`src/rtl/uart_tx_arbiter.sv`:
```
// uart_tx_arbiter: packet-level round-robin arbiter that shares one UART TX
// FIFO write port among NUM_REQ byte-stream requesters. Each grant carries a
// whole packet, optionally preceded by a source-identifying header byte, and
// ends on the last byte, on a length cap, or on a stall timeout.
module uart_tx_arbiter #(
   parameter int NUM_REQ        = 4,
   parameter bit HEADER_EN      = 1'b1,
   parameter int MAX_PKT_LEN    = 64,
   parameter int TIMEOUT_CYCLES = 1024,
   localparam int GW            = $clog2(NUM_REQ),
   localparam int SW            = $clog2(TIMEOUT_CYCLES)
) (
   input  logic                 Clk,
   input  logic                 Resetn,
   input  logic [8*NUM_REQ-1:0] req_data,
   input  logic [NUM_REQ-1:0]   req_valid,
   input  logic [NUM_REQ-1:0]   req_last,
   output logic [NUM_REQ-1:0]   req_ready,
   output logic [7:0]           uart_tx_data,
   output logic                 uart_wr_en,
   input  logic                 uart_full,
   output logic [GW-1:0]        grant_id,
   output logic                 busy,
   output logic                 trunc_pulse,
   output logic                 abort_pulse
);

   typedef enum logic [1:0] {
      S_IDLE,
      S_HEADER,
      S_DATA
   } state_t;

   localparam logic [7:0]    HDR_BASE   = 8'hA0;
   // Byte count value that, once reached by a transfer, hits the length cap.
   localparam logic [7:0]    LEN_LAST   = 8'(MAX_PKT_LEN - 1);
   // Stall count value at which a further idle cycle revokes the grant.
   localparam logic [SW-1:0] STALL_LAST = SW'(TIMEOUT_CYCLES - 1);
   localparam logic [GW-1:0] RR_RESET   = GW'(NUM_REQ - 1);

   state_t        state_q, state_d;
   logic [GW-1:0] grant_q, grant_d;
   logic [GW-1:0] rr_last_q, rr_last_d;
   logic [7:0]    byte_cnt_q, byte_cnt_d;
   logic [SW-1:0] stall_cnt_q, stall_cnt_d;
   logic          trunc_q, trunc_d;
   logic          abort_q, abort_d;

   logic          win_found;
   logic [GW-1:0] win_idx;
   logic          xfer;

   // Round-robin search: first valid requester after rr_last, wrapping.
   always_comb begin : p_rr_search
      int cand;
      // NOTE: every combinational output gets a default first so no path
      // leaves it unassigned, which would otherwise infer a latch.
      win_found = 1'b0;
      win_idx   = '0;
      cand      = 0;
      for (int i = 1; i <= NUM_REQ; i++) begin
         cand = int'(rr_last_q) + i;
         if (cand >= NUM_REQ) begin
            cand = cand - NUM_REQ;
         end
         if (!win_found && req_valid[cand]) begin
            win_found = 1'b1;
            win_idx   = GW'(cand);
         end
      end
   end

   // Next-state and output decode; payload path is combinational (zero latency).
   always_comb begin
      state_d      = state_q;
      grant_d      = grant_q;
      rr_last_d    = rr_last_q;
      byte_cnt_d   = byte_cnt_q;
      stall_cnt_d  = stall_cnt_q;
      trunc_d      = 1'b0;
      abort_d      = 1'b0;
      req_ready    = '0;
      uart_wr_en   = 1'b0;
      uart_tx_data = 8'h00;
      xfer         = 1'b0;

      case (state_q)
         S_IDLE: begin
            if (win_found) begin
               grant_d = win_idx;
               state_d = HEADER_EN ? S_HEADER : S_DATA;
            end
         end

         S_HEADER: begin
            // The header waits for FIFO space indefinitely; no timeout here.
            uart_tx_data = HDR_BASE | 8'(grant_q);
            uart_wr_en   = !uart_full;
            if (!uart_full) begin
               state_d = S_DATA;
            end
         end

         S_DATA: begin
            req_ready[grant_q] = !uart_full;
            uart_tx_data       = req_data[8*grant_q +: 8];
            xfer               = req_valid[grant_q] & !uart_full;
            uart_wr_en         = xfer;
            if (xfer) begin
               byte_cnt_d  = byte_cnt_q + 8'd1;
               stall_cnt_d = '0;
               if (req_last[grant_q]) begin
                  // Normal end; also wins when last coincides with the cap.
                  state_d     = S_IDLE;
                  rr_last_d   = grant_q;
                  byte_cnt_d  = '0;
               end else if (byte_cnt_q == LEN_LAST) begin
                  state_d     = S_IDLE;
                  rr_last_d   = grant_q;
                  byte_cnt_d  = '0;
                  trunc_d     = 1'b1;
               end
            end else if (stall_cnt_q == STALL_LAST) begin
               state_d     = S_IDLE;
               rr_last_d   = grant_q;
               byte_cnt_d  = '0;
               stall_cnt_d = '0;
               abort_d     = 1'b1;
            end else begin
               stall_cnt_d = stall_cnt_q + SW'(1);
            end
         end

         default: begin
            state_d = S_IDLE;
         end
      endcase
   end

   // State register with synchronous active-low reset.
   always_ff @(posedge Clk) begin
      // NOTE: sequential state uses non-blocking assignments so every
      // register samples pre-edge values regardless of evaluation order.
      if (!Resetn) begin
         state_q     <= S_IDLE;
         grant_q     <= '0;
         rr_last_q   <= RR_RESET;
         byte_cnt_q  <= '0;
         stall_cnt_q <= '0;
         trunc_q     <= 1'b0;
         abort_q     <= 1'b0;
      end else begin
         state_q     <= state_d;
         grant_q     <= grant_d;
         rr_last_q   <= rr_last_d;
         byte_cnt_q  <= byte_cnt_d;
         stall_cnt_q <= stall_cnt_d;
         trunc_q     <= trunc_d;
         abort_q     <= abort_d;
      end
   end

   assign grant_id    = grant_q;
   assign busy        = (state_q != S_IDLE);
   assign trunc_pulse = trunc_q;
   assign abort_pulse = abort_q;

endmodule

```
`config.mk`:
```
export PLATFORM = sky130hd
export DESIGN_NAME = uart_tx_arbiter
export DESIGN_NICKNAME = d
export VERILOG_FILES = /design/src/rtl/uart_tx_arbiter.sv
export SDC_FILE = /design/constraint.sdc
export NUM_CORES = 1
export LEC_CHECK = 0
export CORE_AREA = 2 2 59 61
export CTS_CLUSTER_SIZE = 28
export DETAILED_ROUTE_END_ITERATION = 12
export DIE_AREA = 0 0 61 63
export DONT_BUFFER_PORTS = 1
export PLACE_DENSITY_LB_ADDON = 0.15
export SLEW_MARGIN = 20
export SYNTH_ARGS = -nofsm -noshare
export SYNTH_HDL_FRONTEND = slang
export SYNTH_SLANG_ARGS = --single-unit
export TNS_END_PERCENT = 30
```
`constraint.sdc`:
```
create_clock -name Clk -period 1.95 [get_ports Clk]
set_clock_uncertainty 0.05 [all_clocks]
set_input_delay 0.2925 -clock Clk [delete_from_list [all_inputs] [get_ports Clk]]
set_output_delay 0.2925 -clock Clk [all_outputs]
set_load 0.01 [all_outputs]
```
==> run summary, run 1 <==
outcome -> finished, violations left
failing checks -> setup timing
Top FF cell, synth -> dfxtp_1
Achievable Freq -> 497 MHz
die height -> 63 µm
Fill cells -> 257
Initial Utilization -> 0.543
Yosys top cell area share -> 0.297
Placed Area -> 0.00186 mm²
critical path arrival -> 1670 ps
core area -> 0.00323 mm²
Synth Area in Adders -> 0.0428
Reg2Reg Launch Point -> grant_id[0]
Synth Register Bits -> 26
max cap viols -> 0
worst path bufs/invs -> 1
CTS clk-pin slew, worst paths -> 140 ps
setup ws final -> -61.5 ps
Setup-failing EPs final -> 5
total number of vias -> 1514
post-synthesis simple-gate area fraction -> 0.274
largest family of logic cells by synthesized area -> simple AND/OR/NAND/NOR gates
global-route wire length before repair -> 6440 µm
Synth Area per Inst -> 8.73 µm²
Worst Setup Start Kind -> register
slowest library cell on the worst path -> mux4_1
RSZ-0062 raised after global routing -> true
largest net degree at the start of global routing -> 22
1st-pass router iterations -> 4
layout cell share with drive strength beyond 1 -> 0.286
Worst Setup SP -> grant_id[0]
hpwl dp -> 2830 µm
Total Routing Usage GR -> 0.217
mux contribution to synthesized area -> 0.153
Yosys cell types -> 47
CTS root buf -> clkbuf_4
Max rail drop VDD -> 0.000500 V
CP delay by family, top -> multiplexers
vias in the first global route -> 1424
Inserted Clock Buffers -> 3
CTS tree -> yes
global route hottest layer -> met2
Synth Instances -> 201
std cell rows -> 21
Routed WL -> 4020 µm
nets@finish -> 264
WL/cell -> 15.5 µm
syn nets -> 250
Post-Place Cells -> 250
Setup crit end kind -> output pin
vias per cell -> 5.85
Compound-Gate Fraction of Synth Area -> 0.150
Hold Vio Cnt, Final -> 0
number of enable flip-flop cells after synthesis -> 0
cell-by-cell trace of the critical path -> buf_12 > mux4_1 > a22oi_2 > nor2b_2
grt ovf -> 0
dominant cell type by area after synthesis -> dfxtp_1
met3 Usage GRT -> 0.0580
Power Dens Cells -> 808 mW/mm²
Crit path largest cell delay -> 560 ps
Iteration-0 DRC Markers -> 89
Layout Utilization -> 0.652
Seq/Total Area, Yosys -> 0.297
cell area after layout -> 0.00211 mm²
final std cells w/o fill -> 259
period utilization -> 1.03
Port Buffers -> 0
XOR/XNOR Fraction of Synth Area -> 0.0349
global routing usage on met1 -> 0.283
Hold Crit Start -> Resetn
Die Area -> 0.00384 mm²
leakage power -> 0.804 nW
Ports -> 61
die width -> 61 µm
WP data required -> 1610 ps
worst hold path type -> primary input to register
grt met2 use -> 0.351
H-Tree Depth -> 1
maximum root-to-sink buffer count -> 2
Routed Antenna Nets -> 0
initial antenna violation count -> 0
GP Congestion -> 0.782
diodes inserted -> 0
DR DRC count -> 0
Crit Path Category -> register to output pin
Clock Sink Count -> 26
largest cells by area after synthesis -> dfxtp_1 (30%), mux4_2 (6.4%), mux4_1 (6.0%)
Area Growth Syn to Fin -> 20.0%
synth warn -> 0
Slew HR -> 0.785
Post-Syn Area -> 0.00176 mm²
asr flop ratio synth -> 0
worst skew pair latency -> 320 ps
minimum clock period -> 2010 ps
Worst-Margin Slew -> 322 ps
Worst Path Max Fanout -> 6
final slew viol count -> 0
==> where the power goes <==
part	switching [mW]	total, mW	internal, mW
sequential	0.0500	0.621	0.571
combinational	0.408	0.852	0.443
clock	0.157	0.229	0.0724
==> layer usage <==
layer / vias up / wire length [µm]
li1: 751 / -
met1: 711 / 1700
met2: 48 / 2040
met3: 4 / 254
met4: 0 / 27
met5: - / 0
==> through the flow <==
stage	TNS (ps)	setup WS (ps)	hold WS [ps]	total power, mW
3_3_place_gp	0	91.4	308	1.24
3_5_place_dp	0	31.2	315	1.25
5_1_grt	-1130	-157	2.57	1.82
4_1_cts	-315	-74.0	23.4	1.66
2_1_floorplan	0	2.14	420	1.12
6_report	-178	-61.5	36.4	1.70
==> what timing repair did <==
action,4_1_cts,5_1_grt
pin swaps,7,6
gates cloned,2,0
endpoints found under the hold margin,2,0
setup buffers,3,1
resized for setup,20,23
setup endpoints to repair,10,30
hold buffers,1,0
==> path summary, 6_finish.rpt <==
| check | to | slack (ps) | depth (start not counted) |
|---|---|---|---|
| setup reg to reg | byte_cnt_q[6] | -50 | 6 |
| hold reg to reg | byte_cnt_q[5] | 470 | 2 |
| setup / recovery | uart_tx_data[0] | -60 | 4 |
| hold / removal | byte_cnt_q[1] | 40 | 1 |
==> worst reg2reg max path, cell delays in order (launching register included) <==
cell and delay [ps]:
dfxtp_4 430, buf_6 110, mux4_2 520, nor2_4 150, nand3_4 130, or4_4 440
a21boi_2 120
==> final cells by class <==
class | count | area (µm²) | share of cell area
inverters | 8 | 30.0 | 0.0143
flip-flops and latches | 26 | 527 | 0.250
well taps | 46 | 57.6 | 0.0273
multi-input cells | 157 | 1260 | 0.600
repair buffers | 19 | 206 | 0.0980
clock buffers | 3 | 22.5 | 0.0107
==> Yosys cell counts (3+ instances only) <==
master	number
mux2i_1	4
mux4_1	4
nand2b_1	3
a21oi_1	8
nand3_1	7
inv_1	8
nor2_1	19
ha_1	6
and3_1	13
xor2_1	5
a21boi_1	4
nand2_1	21
o211a_1	3
mux4_2	5
clkbuf_1	6
o21ai_0	9
dfxtp_1	26
and2_1	7
nor2b_1	5
==> layout by cell type, fill, tap and decap left out, types with 3 or more instances in the layout <==
master,n
mux2i_1,3
inv_1,8
buf_4,12
nand2_1,21
and3_1,9
ha_1,4
buf_6,3
dfxtp_1,23
mux4_2,7
o211a_1,3
o21ai_0,8
and3_4,4
and2_1,7
nand3_1,7
a21oi_1,4
clkbuf_4,3
nor2_1,17
nor2b_2,4
a21oi_2,4
a21boi_1,3
nand2b_1,3
xor2_1,5
==> sequential cells by signal, indices dropped and copies added (netlist names) <==
name and count:
grant_id 2, trunc_pulse 1, state_q 2, rr_last_q 2
abort_pulse 1, stall_cnt_q 10, byte_cnt_q 8
==> cell families (layout without fill, tap and decap cells) <==
kind of cell,count (synthesis),count (layout)
AOI/OAI and AO/OA,39,39
xor gates and xnor gates,7,7
adders and majority gates,6,6
buffers and inverters,18,30
DFF,26,26
muxes,14,14
and+or+nand+nor,91,91
No activity file was read; power rests on OpenSTA's default activity.
==> inputs of run 2 (changes only) <==
Settings changed: CORE_AREA 2 2 59 61 to 2 2 58 60, DIE_AREA 0 0 61 63 to 0 0 60 62, PLACE_DENSITY_LB_ADDON 0.15 to 0.2.
Clock period 1.95 ns to 2.4 ns, I/O delays scaled along.
==> run 2 against run 1 <==
Sequential power down 21%; the flow now finishes without violations; sequential share of layout area increased by 3.5 points; cell count down 5.0%; critical path depth is the same; critical path type unchanged; design area shrank 13%; die area fell by 3.2%.
==> run summary, run 2 (same netlist as run 1, synthesis figures left out) <==
outcome -> completed
std cell rows -> 21 (unchanged)
RSZ-0062 raised after global routing -> false
Largest register FFs -> 10 (unchanged)
Setup-failing EPs final -> 0 (-5)
hpwl dp -> 2980 µm (+5.3%)
worst hold path type -> primary input to register
nets@finish -> 251 (-4.9%)
vias per cell -> 6.11 (+4.5%)
final hold slack -> 43.7 ps (+7.26 ps)
worst skew pair latency -> 320 ps (about the same)
Worst Setup Start Kind -> register
Port Buffers -> 0 (unchanged)
GP Congestion -> 0.801 (+2.4%)
initial antenna violation count -> 0 (unchanged)
Iteration-0 DRC Markers -> 28 (-69%)
number of hold buffers added after cts -> 0 (-1)
Clock Sink Count -> 26 (unchanged)
maximum root-to-sink buffer count -> 2 (unchanged)
Power Dens Cells -> 648 mW/mm² (-20%)
Inserted Clock Buffers -> 3 (unchanged)
Layout Utilization -> 0.576 (-0.0754)
Total Routing Usage GR -> 0.223 (+0.00530)
leakage power -> 0.721 nW (-10%)
final setup TNS -> 0 ps (+178 ps)
Pwr Total -> 1.19 mW (-30%)
Routed Antenna Nets -> 0 (unchanged)
max cap viols -> 0 (unchanged)
WP data required -> 1990 ps (+380 ps)
Worst Path Max Fanout -> 16 (+10)
die height -> 62 µm (-1.6%)
final slew viol count -> 0 (unchanged)
total number of vias -> 1502 (-0.79%)
critical path arrival -> 1790 ps (+120 ps)
top flop regs -> stall_cnt_q: 10 flops, byte_cnt_q: 8 flops
Slew HR -> 0.688 (-0.0977)
most frequent cells in the layout -> dfxtp_1 (25), nand2_1 (21), nor2_1 (19)
Setup crit end kind -> output pin
CTS clk-pin slew, worst paths -> 130 ps (about the same)
die width -> 60 µm (-1.6%)
final std cells w/o fill -> 246 (-5.0%)
CTS root buf -> clkbuf_4
commonest non-fill, non-tap cell in the layout -> dfxtp_1
diodes inserted -> 0 (unchanged)
global-route wire length before repair -> 6220 µm (-3.3%)
Die Area -> 0.00372 mm² (-3.2%)
Place WS -> 344 ps (+313 ps)
cell area after layout -> 0.00183 mm² (-13%)
layout cell share with drive strength beyond 1 -> 0.0950 (-0.191)
period utilization -> 0.916
Max rail drop VDD -> 0.000462 V (-7.6%)
Ports -> 61 (unchanged)
Post-Place Cells -> 243 (-2.8%)
core area -> 0.00318 mm² (-1.6%)
Initial Utilization -> 0.552 (+0.00898)
setup ws final -> 202 ps (+264 ps)
H-Tree Depth -> 1 (unchanged)
largest net degree at the start of global routing -> 23 (+4.5%)
minimum clock period -> 2200 ps
Hold Vio Cnt, Final -> 0 (unchanged)
DR DRC count -> 0 (unchanged)
grt ovf -> 0 (unchanged)
Achievable Freq -> 455 MHz
1st-pass router iterations -> 4 (unchanged)
Placed Area -> 0.00180 mm² (-2.9%)
vias in the first global route -> 1377 (-3.3%)
Crit Path Category -> register to output pin
Worst-Margin Slew -> 467 ps (+145 ps)
largest reg by FF count -> stall_cnt_q
Area Growth Syn to Fin -> 4.35%
CTS tree -> yes
Routed WL -> 3850 µm (-4.0%)
WL/cell -> 15.7 µm (+1.0%)
## run 2: worst paths after layout
kind              cells after the start               to  slack [ps]     startpoint
setup / recovery                      4  uart_tx_data[0]         200    grant_id[0]
hold / removal                        1     rr_last_q[0]          40         Resetn
setup reg to reg                      5    byte_cnt_q[6]         360    grant_id[0]
hold reg to reg                       2    byte_cnt_q[2]         470  byte_cnt_q[2]
## run 2: worst max-delay path, stage by stage (launching register included)
cell and delay (ps):
dfxtp_2 410, buf_6 210, mux4_1 570, a22oi_1 170, nor2b_1 110
## run 2: what timing repair did
item / 4_1_cts / 5_1_grt
endpoints found under the setup margin: 0 / 1
setup buffers: 0 / 0
gates resized for setup: 0 / 2
## run 2: area by class of cell
class	count	area, µm²
inverter	8	30.0
timing repair buffer	6	48.8
fill	264	1350
tap	46	57.6
sequential	26	522
multi-input combinational	157	1150
clock buffer	3	22.5
## run 2: where the power goes
part	switching (mW)	internal, mW	total, mW
Sequential	0.0307	0.460	0.491
Clock	0.127	0.0589	0.186
Combinational	0.285	0.224	0.509
Total	0.443	0.743	1.19
## run 2: routing by layer
layer,track usage,wire length (µm)
met4,0.0794,39
met5,0,0
met1,0.289,1700
met3,0.0393,211
met2,0.374,1900
==> inputs of run 3 (changes only) <==
Settings changed: REMOVE_ABC_BUFFERS set to 1.
==> run 3 against run 2 <==
Count of clock-buffer cells in the layout grew 1; flip-flop and latch count is the same; die area is the same; sequential power is essentially flat; utilization grew 0.39 points; non-clock buffer count is the same; combinational power is essentially flat; largest power group unchanged.
==> run summary, run 3 (same netlist as run 1, synthesis figures left out) <==
outcome -> completed
Routed WL -> 3760 µm (-2.3%)
nets@finish -> 251 (unchanged)
worst skew pair latency -> 320 ps (about the same)
DR DRC count -> 0 (unchanged)
initial antenna violation count -> 0 (unchanged)
global routing usage on met1 -> 0.283 (-0.00609)
CTS root buf -> clkbuf_4
Slew HR -> 0.656 (-0.0312)
Sw Share -> 0.364 (-0.0100)
Setup crit end kind -> output pin
Hold Path Stages -> 1 (unchanged)
RSZ-0062 raised after global routing -> false
most frequent cells in the layout -> dfxtp_1 (26), nand2_1 (21), nor2_1 (19)
grt met2 use -> 0.343 (-0.0311)
Clock Sink Count -> 26 (unchanged)
CTS clk-pin slew, worst paths -> 140 ps (about the same)
Initial Utilization -> 0.552 (unchanged)
cell-by-cell trace of the critical path -> inv_1 > ha_1 > nor2b_1 > nor3b_1
Flop pwr share -> 0.404 (-0.010)
switching power -> 0.444 mW (+0.22%)
critical path arrival -> 1860 ps (+70 ps)
Inserted Clock Buffers -> 3 (unchanged)
r2r worst-path depth -> 6 (+1)
# Post-CTS Setup Buffers -> 0 (unchanged)
grt ovf -> 0 (unchanged)
vias per cell -> 6.03 (-1.2%)
Iteration-0 DRC Markers -> 56 (+100%)
minimum clock period -> 2270 ps (+73.6 ps)
top flop regs -> stall_cnt_q: 10 flops, byte_cnt_q: 8 flops
H-Tree Depth -> 1 (unchanged)
Pwr Total -> 1.22 mW (+3.0%)
diodes inserted -> 0 (unchanged)
worst hold path type -> primary input to register
die width -> 60 µm (unchanged)
Total Routing Usage GR -> 0.208 (-0.0143)
maximum root-to-sink buffer count -> 2 (unchanged)
Worst path depth -> 4 (unchanged)
Max rail drop VDD -> 0.000450 V (-2.5%)
worst path bufs/invs -> 1 (unchanged)
met3 Usage GRT -> 0.0435 (+0.00414)
leakage power -> 0.728 nW (+0.95%)
layout cell share with drive strength beyond 1 -> 0.0945 (-0.000473)
hpwl dp -> 2900 µm (-2.4%)
GP Congestion -> 0.835 (+4.3%)
Ports -> 61 (unchanged)
1st-pass router iterations -> 4 (unchanged)
Layout Utilization -> 0.580 (+0.00394)
Register Area -> 520 µm² (-0.24%)
total number of vias -> 1490 (-0.80%)
cell area after layout -> 0.00184 mm² (+0.68%)
Achievable Freq -> 440 MHz (-3.2%)
Port Buffers -> 0 (unchanged)
largest reg by FF count -> stall_cnt_q
hold endpoint -> rr_last_q[0]
Worst Setup Start Kind -> register
Area Growth Syn to Fin -> 5.06%
Power Dens Cells -> 662 mW/mm² (+2.3%)
slowest library cell on the worst path -> nor3b_1
core area -> 0.00318 mm² (unchanged)
die height -> 62 µm (unchanged)
vias in the first global route -> 1289 (-6.4%)
Hold Vio Cnt, Final -> 0 (unchanged)
Fill cells -> 294 (+11%)
Gate power share -> 0.415 (-0.014)
global route hottest layer -> met2
std cell rows -> 21 (unchanged)
Largest register FFs -> 10 (unchanged)
Critical R2R Capture -> byte_cnt_q[3]
Setup-failing EPs final -> 0 (unchanged)
Int Pwr -> 0.777 mW (+4.6%)
number of hold buffers added after cts -> 0 (unchanged)
Die Area -> 0.00372 mm² (unchanged)
R2R setup slack -> 240 ps (-120 ps)
Routed Antenna Nets -> 0 (unchanged)
Worst-Margin Slew -> 513 ps (+46.6 ps)
max cap viols -> 0 (unchanged)
final hold slack -> 46.6 ps (+2.98 ps)
final slew viol count -> 0 (unchanged)
Crit Path Category -> register to output pin
Hold Crit Start -> Resetn
Reg2Reg Launch Point -> grant_id[0]
area taken by multi-input logic gates -> 0.00115 mm² (unchanged)
CP delay by family, top -> simple AND/OR/NAND/NOR gates
largest net degree at the start of global routing -> 23 (unchanged)
global-route wire length before repair -> 5860 µm (-5.9%)
WL/cell -> 15.2 µm (-2.7%)
Placed Area -> 0.00180 mm² (unchanged)
period utilization -> 0.946 (+0.0306)
Worst Path Max Fanout -> 11 (-5)
Crit path largest cell delay -> 380 ps (-190 ps)
WP data required -> 1990 ps (about the same)
commonest non-fill, non-tap cell in the layout -> dfxtp_1
clock share of power -> 0.181 (+0.024)
CTS tree -> yes
-- run 3: cell types whose count changed in the layout (fill, tap and decap cells not counted) --
| cell | before | now |
|---|---|---|
| clkbuf_8 | 0 | 1 |
| dfxtp_1 | 25 | 26 |
| dfxtp_2 | 1 | 0 |
-- run 3: how the worst max path moves through the flow --
| stage | start | end | slack (ps) |
|---|---|---|---|
| floorplan | grant_id[0] | rr_last_q[0] | -120 |
| global placement | grant_id[0] | byte_cnt_q[6] | 400 |
| detailed placement | grant_id[0] | byte_cnt_q[3] | 320 |
| CTS | grant_id[0] | uart_tx_data[1] | 60 |
| global route | state_q[0] | req_ready[0] | 10 |
| finish | state_q[0] | req_ready[0] | 130 |
-- run 3: area by class of cell --
cell class,count,share of cell area
multi-input cells,157,0.624
clock buffers,4,0.0197
repair buffers,6,0.0265
flip-flops and latches,26,0.282
well taps,46,0.0312
inverters,8,0.0163
-- run 3: metal layers --
metal / wire (µm) / up-vias
met5: 0 / -
met4: 30 / 0
met3: 266 / 4
met2: 1830 / 69
met1: 1630 / 687
li1: - / 730
-- run 3: what timing repair did --
action                     in CTS  in global routing
hold endpoints to repair        0                  0
resized for setup               0                  1
setup endpoints to repair       0                  2
-- run 3: power groups by stage --
stage | Sequential, mW | Combinational, mW | Clock, mW
2_1_floorplan | 0.521 | 0.367 | 0
3_3_place_gp | 0.499 | 0.484 | 0
3_5_place_dp | 0.503 | 0.501 | 0
4_1_cts | 0.493 | 0.504 | 0.228
5_1_grt | 0.498 | 0.564 | 0.244
6_report | 0.494 | 0.507 | 0.221
-- run 3: through the flow --
stage	cells	setup slack, ps	setup TNS, ps
final	247	129	0
after global routing	247	12.9	0
after CTS	247	63.2	0
after detailed placement	243	318	0
after global placement	243	395	0
after floorplan	191	-123	-579
